`config.mk`:
```
export PLATFORM = sky130hd
export DESIGN_NAME = mux4_rr_arbiter
export DESIGN_NICKNAME = d
export VERILOG_FILES = /design/src/rtl/mux4_rr_arbiter_pkg.sv /design/src/rtl/mux4_rr_arbiter_rr_pick.sv /design/src/rtl/mux4_rr_arbiter.sv
export SDC_FILE = /design/constraint.sdc
export NUM_CORES = 1
export LEC_CHECK = 0
export ABC_AREA = 1
export CAP_MARGIN = 20
export CORE_UTILIZATION = 50
export DETAILED_ROUTE_END_ITERATION = 10
export PLACE_DENSITY = 0.75
export SLEW_MARGIN = 20
export SYNTH_ARGS = -nofsm -noshare
export SYNTH_HDL_FRONTEND = slang
export SYNTH_SLANG_ARGS = --single-unit
```
`constraint.sdc`:
```
create_clock -name clk -period 2.6 [get_ports clk]
set_input_delay 0.52 -clock clk [delete_from_list [all_inputs] [get_ports clk]]
set_output_delay 0.52 -clock clk [all_outputs]
set_load 0.02 [all_outputs]
```
`src/rtl/mux4_rr_arbiter_pkg.sv`:
```
// Shared definitions for the 4-way round-robin mux arbiter.
// The optional grant timeout is selected with the MUX_ARB_TIMEOUT_EN macro.
package mux_arb_pkg;

    localparam int NUM_REQ    = 4;
    localparam int SEL_W      = 2;
    localparam int HOLD_CNT_W = 8;

    typedef enum logic {
        IDLE  = 1'b0,
        GRANT = 1'b1
    } arb_state_t;

endpackage

```
`src/rtl/mux4_rr_arbiter_rr_pick.sv`:
```
// Rotating priority encoder: finds the first set request bit scanning
// upward from the pointer position, wrapping modulo NUM_REQ.
module rr_pick
    import mux_arb_pkg::*;
(
    input  logic [NUM_REQ-1:0] req,
    input  logic [SEL_W-1:0]   ptr,
    output logic               any,
    output logic [SEL_W-1:0]   idx,
    output logic [NUM_REQ-1:0] onehot
);

    // Scan from the farthest offset back to the pointer so the closest hit wins
    always_comb begin
        logic [SEL_W-1:0] cand;
        any    = 1'b0;
        idx    = ptr;
        onehot = '0;
        cand   = ptr;
        for (int i = NUM_REQ - 1; i >= 0; i--) begin
            cand = ptr + SEL_W'(i);
            if (req[cand]) begin
                any = 1'b1;
                idx = cand;
            end
        end
        if (any) begin
            onehot = NUM_REQ'(1) << idx;
        end
    end

endmodule

```
`src/rtl/mux4_rr_arbiter.sv`:
```
// Round-robin arbiter that owns the select of a 4:1 mux. It holds a grant
// until the owner signals done, withdraws its request, or (when built with
// MUX_ARB_TIMEOUT_EN) has held the mux for MAX_HOLD cycles, then hands over
// to the next requester without an idle cycle.
module mux4_rr_arbiter
    import mux_arb_pkg::*;
#(
    parameter int MAX_HOLD = 8
) (
    input  logic               clk,
    input  logic               rst,
    input  logic [NUM_REQ-1:0] req,
    input  logic               done,
    output logic [NUM_REQ-1:0] gnt,
    output logic [SEL_W-1:0]   sel,
    output logic               busy
);

    arb_state_t         state_q, state_d;
    logic [NUM_REQ-1:0] gnt_q, gnt_d;
    logic [SEL_W-1:0]   sel_q, sel_d;
    logic [SEL_W-1:0]   ptr_q, ptr_d;

    logic               timeoutHit;
    logic               releaseNow;
    logic [SEL_W-1:0]   pickPtr;
    logic               pickAny;
    logic [SEL_W-1:0]   pickIdx;
    logic [NUM_REQ-1:0] pickOnehot;

`ifdef MUX_ARB_TIMEOUT_EN
    logic [HOLD_CNT_W-1:0] holdCnt_q, holdCnt_d;

    assign timeoutHit = (holdCnt_q == HOLD_CNT_W'(MAX_HOLD - 1));

    // Count cycles of the current grant, restarting on every new grant and saturating
    always_comb begin
        holdCnt_d = holdCnt_q;
        if (state_q == IDLE || releaseNow) begin
            holdCnt_d = '0;
        end else if (holdCnt_q != '1) begin
            holdCnt_d = holdCnt_q + 1'b1;
        end
    end

    // Hold counter register
    always_ff @(posedge clk) begin
        if (rst) begin
            holdCnt_q <= '0;
        end else begin
            holdCnt_q <= holdCnt_d;
        end
    end
`else
    logic [HOLD_CNT_W-1:0] unused_maxHold;

    assign unused_maxHold = HOLD_CNT_W'(MAX_HOLD);
    assign timeoutHit     = 1'b0;
`endif

    // Decide whether the current owner gives up the mux this cycle and where the next scan starts
    always_comb begin
        releaseNow = (state_q == GRANT) && (done || !req[sel_q] || timeoutHit);
        pickPtr    = releaseNow ? sel_q + SEL_W'(1) : ptr_q;
    end

    rr_pick u_pick (
        .req    (req),
        .ptr    (pickPtr),
        .any    (pickAny),
        .idx    (pickIdx),
        .onehot (pickOnehot)
    );

    // Next-state logic: grant from idle, or hand over on release
    always_comb begin
        state_d = state_q;
        gnt_d   = gnt_q;
        sel_d   = sel_q;
        ptr_d   = ptr_q;
        case (state_q)
            IDLE: begin
                if (pickAny) begin
                    state_d = GRANT;
                    gnt_d   = pickOnehot;
                    sel_d   = pickIdx;
                end
            end
            GRANT: begin
                if (releaseNow) begin
                    ptr_d = pickPtr;
                    if (pickAny) begin
                        gnt_d = pickOnehot;
                        sel_d = pickIdx;
                    end else begin
                        state_d = IDLE;
                        gnt_d   = '0;
                    end
                end
            end
            default: begin
                state_d = IDLE;
                gnt_d   = '0;
            end
        endcase
    end

    // Arbiter state registers
    always_ff @(posedge clk) begin
        if (rst) begin
            state_q <= IDLE;
            gnt_q   <= '0;
            sel_q   <= '0;
            ptr_q   <= '0;
        end else begin
            state_q <= state_d;
            gnt_q   <= gnt_d;
            sel_q   <= sel_d;
            ptr_q   <= ptr_d;
        end
    end

    assign gnt  = gnt_q;
    assign sel  = sel_q;
    assign busy = (state_q == GRANT);

endmodule

```
* Word-level counts from Yosys, hierarchy flattened *
Cells that the tools add are included.

storage, ports and cells
  bits in registers = 9
  bits of input ports = 7
  output and inout port bits = 7
  logic and storage cells = 51

cells by class
  $add $sub $neg = 4
  order comparisons = 5
  eq/ne operators = 2
  shift operators = 1
  muxes and demuxes = 29
  bitwise logic cells = 1
  reductions and logical operators = 5

operators with widths
  operator                                                                 number
  2-bit by 3-bit < comparator with 1-bit output, second input constant     5
  2-bit two-way mux                                                        7
  4-bit two-way mux                                                        3
  1-bit two-way mux                                                        11
  1-bit binary-select mux with 2-bit select                                5
  4-bit case mux with 2 select lines                                       1
  2-bit by 1-bit adder with 2-bit output, second input constant            2
  2-bit adder, second input constant                                       2
  2-bit case mux with 2 select lines                                       1
  2-bit AND reduction                                                      2
  1-bit by 2-bit << shifter with 4-bit output, first input constant        1
  2-bit by 1-bit inequality test with 1-bit output, second input constant  1
  2-bit inequality test, second input constant                             1
  1-bit case mux with 2 select lines                                       1
  1-bit logical AND                                                        1
  1-bit zero test                                                          1
  1-bit logical OR                                                         1
  1-bit inverter                                                           1

* Longest topological paths before layout *
Gate-level depths: netlist (run 1).

  word-level depth = 17
  mapped depth = 19

* By module *
From an unflattened synthesis (run 1), not the netlist that was laid out.

second synthesis, totals
  cells, all modules = 126
  area, all modules = 770.7 µm²

modules (own cells, without submodules)
  module           times used  cells each  area each (µm²)  sequential area each (µm²)
  mux4_rr_arbiter  1           66          454.2            180.2
  rr_pick          1           60          316.6            0.0

* Worst setup path before layout (run 1) *
OpenSTA, ideal clock, no wires.

  path kind = register to register
  start point = register sel_q[0], in the netlist sel[0]
  end point = register sel_q[0], in the netlist sel[0]
  library setup time = 0.113 ns
  arrival time = 1.920 ns
  required time = 2.487 ns
  path slack = 0.567 ns
  cell stages (with the launch flop) = 20
  path buffers = 0
  cells stage by stage = dfxtp_1 > inv_2 > nand2_1 > nand3_1 > nand2_2 > nand2_4 > nand2_4 > nand2_4 > nand2_4 > nand2_1 > nand2_2 > nand2_1 > nand2_2 > nand2_1 > nand2_1 > nand2_1 > nand2_1 > nand2_1 > o21ai_1 > inv_1

between the ends
  longest elaborated chain between the ends = 16

RTL lines
  element                                                                     RTL line                                      text
  start: declaration                                                          mux4_rr_arbiter.sv:21                         logic [SEL_W-1:0] sel_q, sel_d;
  start signal: assignment                                                    mux4_rr_arbiter.sv:118                        sel_q <= sel_d;
  1-bit binary-select mux with 2-bit select                                   mux4_rr_arbiter.sv:63                         releaseNow = (state_q == GRANT) && (done || !req[sel_q] || timeoutHit);
  1-bit two-way mux (implied by the code)                                     mux4_rr_arbiter.sv:63
  1-bit zero test                                                             mux4_rr_arbiter.sv:63
  1-bit logical OR                                                            mux4_rr_arbiter.sv:63
  1-bit logical AND                                                           mux4_rr_arbiter.sv:63
  2-bit two-way mux                                                           mux4_rr_arbiter.sv:64                         pickPtr = releaseNow ? sel_q + SEL_W'(1) : ptr_q;
  2-bit adder                                                                 mux4_rr_arbiter_rr_pick.sv:21                 cand = ptr + SEL_W'(i);
  1-bit binary-select mux with 2-bit select                                   mux4_rr_arbiter_rr_pick.sv:22                 if (req[cand]) begin
  1-bit two-way mux (implied by the code)                                     mux4_rr_arbiter_rr_pick.sv:22
  2-bit two-way mux / 1-bit two-way mux (equally long branches) (4 in a row)  mux4_rr_arbiter_rr_pick.sv:22
  2-bit two-way mux                                                           mux4_rr_arbiter.sv:83, mux4_rr_arbiter.sv:92
  2-bit two-way mux                                                           mux4_rr_arbiter.sv:90                         if (releaseNow) begin
  2-bit case mux with 2 select lines                                          mux4_rr_arbiter.sv:81                         case (state_q)

Several ways; a longest one is shown, not always the timed one. The select of a mux whose other input is x is not followed.
A chain may end at the register's enable or synchronous reset.

* Worst setup path after layout (run 1) *
  start point = input port req[3]
  end point = register sel_q[0], in the netlist sel[0]

between the ends
  longest elaborated chain between the ends = 16

RTL lines
  element                                                                     RTL line                                      text
  start: declaration                                                          mux4_rr_arbiter.sv:12                         input logic [NUM_REQ-1:0] req,
  1-bit binary-select mux with 2-bit select                                   mux4_rr_arbiter.sv:63
  1-bit two-way mux (implied by the code)                                     mux4_rr_arbiter.sv:63
  1-bit zero test                                                             mux4_rr_arbiter.sv:63
  1-bit logical OR                                                            mux4_rr_arbiter.sv:63
  1-bit logical AND                                                           mux4_rr_arbiter.sv:63
  2-bit two-way mux                                                           mux4_rr_arbiter.sv:64
  2-bit adder                                                                 mux4_rr_arbiter_rr_pick.sv:21
  1-bit binary-select mux with 2-bit select                                   mux4_rr_arbiter_rr_pick.sv:22
  1-bit two-way mux (implied by the code)                                     mux4_rr_arbiter_rr_pick.sv:22
  2-bit two-way mux / 1-bit two-way mux (equally long branches) (4 in a row)  mux4_rr_arbiter_rr_pick.sv:22
  2-bit two-way mux                                                           mux4_rr_arbiter.sv:83, mux4_rr_arbiter.sv:92
  2-bit two-way mux                                                           mux4_rr_arbiter.sv:90
  2-bit case mux with 2 select lines                                          mux4_rr_arbiter.sv:81

Several ways; a longest one is shown, not always the timed one. The select of a mux whose other input is x is not followed.

==> results.cfg, run 1 <==
[clocking]
cts-root-buf = clkbuf_4
cts_buffers = 3
htreeDepth = 1
cts_buffer_depth = 2
cts.sinks = 9
clock_latency_ps = 260
clk_pin_slew_ps = 60
cts_tree = done

[placement]
dp.cells = 160
gp_congestion = 0.819
dp_hpwl_mm = 1.37
placed_cell_area_um2 = 983
io_buffer_count = 13
preCtsSetupSlack_ps = -90.5

[sta]
setup_violations = 0
layout_worst_path_cycle_share_pct = 92.3
finClkSkew_ps = 5.86
fmax_mhz = 417
hold_viol = 0
fin_hold_ws_ps = 466
slew_violations = 0
worst_slack_ps = 200
worst_pin_slew_ps = 440
maxSlewHeadroom_pct = 70.6
period_needed_ps = 2400

[worst_setup_path]
crit_type = input port to register
critPathBufInv = 3
cp_top_family = simple AND/OR/NAND/NOR gates
start_kind = input port
path_max_fanout = 5
worst_setup_path_end_kind = register
cpPeakStageDelay_ps = 490
crit_top_cell = nand2_1
slowest_stage = clkdlybuf4s50_1
worst_ep_required_time_ps = 2750
cp.arrival_ps = 2550
path_cells = clkdlybuf4s50_1 -> inv_1 -> nand2_1 -> nand3_1 -> nand2_2 -> nand2_4 -> nand2_4 -> nand2_1 -> nand2_2 -> nand2_1 -> nand2_2 -> nand2_1 -> nand2_2 -> nand2_1 -> nand2_1 -> nand2_1 -> nand2_1 -> nand2_2 -> o21ai_1 -> inv_1

[synth]
synthesis.area_um2 = 748
synth_fp_nets = 128
syn_area_per_cell_um2 = 6.18
synthSimpleGateAreaFrac_pct = 56.7
synthXorXnorAreaFrac_pct = 1.17
ys_seq_area_share_pct = 24.1
syn_inst = 121
yosysUniqueCellTypes = 21
synthMuxAreaShare_pct = 0
synth_top_family_by_area = simple AND/OR/NAND/NOR gates
synthAdderAreaFrac_pct = 0
synth_seq_cells = 9
synth_compound_area_share_pct = 10.0
yosysWarningCount = 0

[floorplan]
die_area_um2 = 1660
die_w_um = 40.7
ios = 14
start_util_pct = 55.4
die_h_um = 40.7
coreArea_um2 = 1350
core.rowCount = 13

[global_route]
grt_max_degree = 10
grt_pass1_vias = 711
grtUsageTotal_pct = 23.3
grt-ovfl-total = 0
grt_first_pass_wirelength_mm = 2.62
antenna_found_initial = 0

[cells_and_area]
final_common_cell = nand2_1
layout_common_cells = nand2_1 (38), inv_1 (14), buf_4 (14)
num-fill-cells = 109
areaGrowthSynthToFinish_pct = 41.6
multi_input_area_um2 = 543
drive_above_1_share_pct = 29.8
nets = 159
n_antenna_cell = 0
seq_area_um2 = 180
fin_cells = 166
fin_area_um2 = 1060

[flow_run]
drv_cap = 0

[routing]
drt_first_pass_iters = 4
avgRoutedWirePerCell_um = 10.6
drc = 0
finalWirelength_mm = 1.76
ant_nets = 0
vias_per_cell = 4.94
vias = 820
first_iter_violations = 31

[outcome]
outcome = completed

[hold_path]
hold_class = register to register
==> per-stage QoR <==
step | setup TNS (ps) | utilization (%)
after floorplan | 0 | -
after global placement | -210 | 72.8
after detailed placement | -353 | 72.8
after CTS | 0 | 74.8
after global routing | -5.04 | 78.5
final | 0 | 78.5
==> worst reg2reg max path, delay by kind of cell, from the launching register on <==
kind	cells	cell delay, ps
compound gates	1	120
simple gates	16	1330
buf+inv	2	130
flops	1	460
==> metal layers <==
metal | part of all wire (%) | vias up | global-route usage, %
li1 | - | 447 | -
met1 | 47 | 360 | 28.9
met2 | 50 | 13 | 43.3
met3 | 2.5 | 0 | 1.63
met4 | 0 | 0 | 5.00
met5 | 0 | - | 0
==> registers in the layout (all words and copies together), names as in the netlist <==
register and flops:
busy 1, gnt 4, sel 2, ptr_q 2
==> final timing paths <==
| kind | startpoint | to | slack, ps | depth (start not counted) |
|---|---|---|---|---|
| worst max-delay path | req[3] | sel[0] | 200 | 20 |
| worst min-delay path | gnt[3] | gnt[3] | 470 | 2 |
| worst max register to register | sel[0] | sel[0] | 470 | 19 |
| worst min register to register | gnt[3] | gnt[3] | 470 | 2 |
==> cells by family (layout without fill, tap and decap cells) <==
group,count (synthesis),after routing
simple gates,83,83
buf+inv,16,46
compound gates,12,12
flops,9,9
xor+xnor,1,1
==> final cells by class <==
class	count	area share, %
clock buffer	4	2.48
inverter	15	5.31
timing repair buffer	27	22.2
tap	15	1.77
sequential	9	17.0
multi-input combinational	96	51.2
==> synthesized netlist by cell type <==
cell / number / share of area (%)
nand2_1: 43 / 22
inv_1: 14 / 7.0
nand3_1: 13 / 8.7
dfxtp_1: 9 / 24
nand2_2: 9 / 7.5
a21oi_1: 7 / 4.7
nor2_1: 5 / 2.5
nand2_4: 4 / 6.0
nand3_2: 4 / 5.4
nand4_1: 2 / 1.7
a211oi_1: 1 / 1.0
a21boi_0: 1 / 1.0
a21boi_2: 1 / 1.5
buf_1: 1 / 0.50
inv_2: 1 / 0.50
nand3b_1: 1 / 1.0
nor2_2: 1 / 0.84
nor2_4: 1 / 1.5
o21ai_1: 1 / 0.67
o21ai_2: 1 / 1.2
xor2_1: 1 / 1.2
==> timing repair <==
action	CTS	global route
hold buffers	0	0
setup buffers	0	2
setup endpoints to repair	0	5
gates resized for setup	0	9
endpoints found under the hold margin	0	0
Power of run 1 is left out: the tool's default activity adds up to more than one toggle a clock period on the data nets, which glitch-free logic cannot reach.
==> inputs of run 2 (changes only) <==
--- a/config.mk
+++ b/config.mk
@@ -14,3 +14,4 @@
 export SYNTH_ARGS = -nofsm -noshare
 export SYNTH_HDL_FRONTEND = slang
 export SYNTH_SLANG_ARGS = --single-unit
+export TNS_END_PERCENT = 1
==> results of run 2 <==
Final layout, timing and power as in run 1 (identical DEF).
Power of run 2 is left out for the same reason.
==> inputs of run 3 (changes only) <==
--- a/config.mk
+++ b/config.mk
@@ -9,7 +9,7 @@
 export CAP_MARGIN = 20
 export CORE_UTILIZATION = 50
 export DETAILED_ROUTE_END_ITERATION = 10
-export PLACE_DENSITY = 0.75
+export PLACE_DENSITY = 0.77
 export SLEW_MARGIN = 20
 export SYNTH_ARGS = -nofsm -noshare
 export SYNTH_HDL_FRONTEND = slang
==> results.cfg, run 3 (synthesized netlist as in run 1, its figures left out) <==
[floorplan]
coreArea_um2 = 1350
die_w_um = 40.7
die_area_um2 = 1660
ios = 14
die_h_um = 40.7
start_util_pct = 55.4
core.rowCount = 13

[sta]
worst_slack_ps = 150
finalSetupTns_ps = 0
slew_violations = 0
layout_worst_path_cycle_share_pct = 94.2
maxSlewHeadroom_pct = 76.5
finClkSkew_ps = 3.08
period_needed_ps = 2450
worst_pin_slew_ps = 351
setup_violations = 0
hold_viol = 0
fmax_mhz = 408

[flow_run]
drv_cap = 0

[routing]
avgRoutedWirePerCell_um = 11.8
drc = 0
vias_per_cell = 5.33
first_iter_violations = 34
finalWirelength_mm = 1.96
vias = 884
ant_nets = 0
drt_first_pass_iters = 4

[worst_setup_path]
cp.arrival_ps = 2640
worst_r2r_endpoint = gnt[2]
crit_type = input port to register
path_cells = clkdlybuf4s50_1 -> inv_1 -> nand2_1 -> nand3_1 -> nand2_2 -> nand2_4 -> nand3_1 -> nand2_4 -> nand2_1 -> nand2_2 -> nand2_1 -> nand2_2 -> nor2_4 -> nand2_1 -> o21ai_2 -> nand2_1 -> a21oi_1
path_max_fanout = 6
worst_ep_required_time_ps = 2800
worst_setup_path_end_kind = register
start_kind = input port
rr_startpoint = sel[0]
crit_top_cell = nand2_1
r2r_cells = 16
slowest_stage = clkdlybuf4s50_1
cpPeakStageDelay_ps = 480
reg2reg_slack_ps = 390
startpoint = req[2]
crit_path_end = gnt[2]

[placement]
dp.cells = 158
gp_congestion = 0.859
preCtsSetupSlack_ps = -126
dp_hpwl_mm = 1.53
io_buffer_count = 13

[cells_and_area]
largest_reg_flops = 4
areaGrowthSynthToFinish_pct = 40.1
final_common_cell = nand2_1
nets = 159
drive_above_1_share_pct = 29.8
layout_common_cells = nand2_1 (38), inv_1 (14), buf_4 (14)
fin_cells = 166
num-fill-cells = 115
n_antenna_cell = 0

[outcome]
outcome = completed

[clocking]
clk_pin_slew_ps = 60
cts_tree = done
cts-root-buf = clkbuf_4
cts_buffer_depth = 2
cts_buffers = 3
clock_latency_ps = 270
cts.sinks = 9
htreeDepth = 1

[global_route]
grt_max_degree = 10
grt_pass1_vias = 684
grt_first_pass_wirelength_mm = 2.75
grt-ovfl-total = 0
grtUsageTotal_pct = 26.6
antenna_found_initial = 0

[hold_path]
hold_class = register to register
-- run 3: cell count changes in the layout (fill, tap and decap cells not counted), sizes merged --
cell    previous run  this run
clkinv             0         1
clkbuf             4         3
-- run 3: worst min-delay path by stage --
stage	from	endpoint	slack (ps)	cells past startpoint
finish	gnt[0]	gnt[0]	470	2
global route	gnt[3]	gnt[3]	500	2
CTS	gnt[1]	gnt[1]	470	2
detailed placement	gnt[1]	gnt[1]	460	2
global placement	gnt[3]	gnt[3]	450	2
floorplan	gnt[0]	gnt[0]	540	2
-- run 3: worst max-delay path, delay by kind of cell --
family	cells	cell delay, ps
buffers and inverters	2	550
and+or+nand+nor	13	1250
AOI/OAI and AO/OA	2	330
-- run 3: area by class of cell --
type	instances	area [um2]	area share [%]
timing repair buffer	27	235	22.4
tap	15	18.8	1.79
sequential	9	180	17.2
clock buffer	3	22.5	2.15
multi-input combinational	96	531	50.6
inverter	15	56.3	5.37
clock inverter	1	5.00	0.477
-- run 3: through the flow --
step                      hold slack [ps]  cell area [um2]  util (%)
after floorplan                       540              748         -
after global placement                454              968      71.7
after detailed placement              458              968      71.7
after CTS                             472              996      73.8
after global routing                  497             1050      77.7
final                                 467             1050      77.7
-- run 3: routing by layer --
metal  share of wire [%]  track usage, %  up-vias
met3                 4.2            9.78        0
met2                  51            48.8       27
met4                   0            5.00        0
li1                    -               -      450
met1                  45            28.9      407
met5                   0               0        -
-- run 3: repair_timing --
action / 4_1_cts / 5_1_grt
resized for setup: 0 / 7
hold buffers: 0 / 0
setup endpoints to repair: 0 / 5
setup buffers: 0 / 4
Power of run 3 is left out for the same reason.
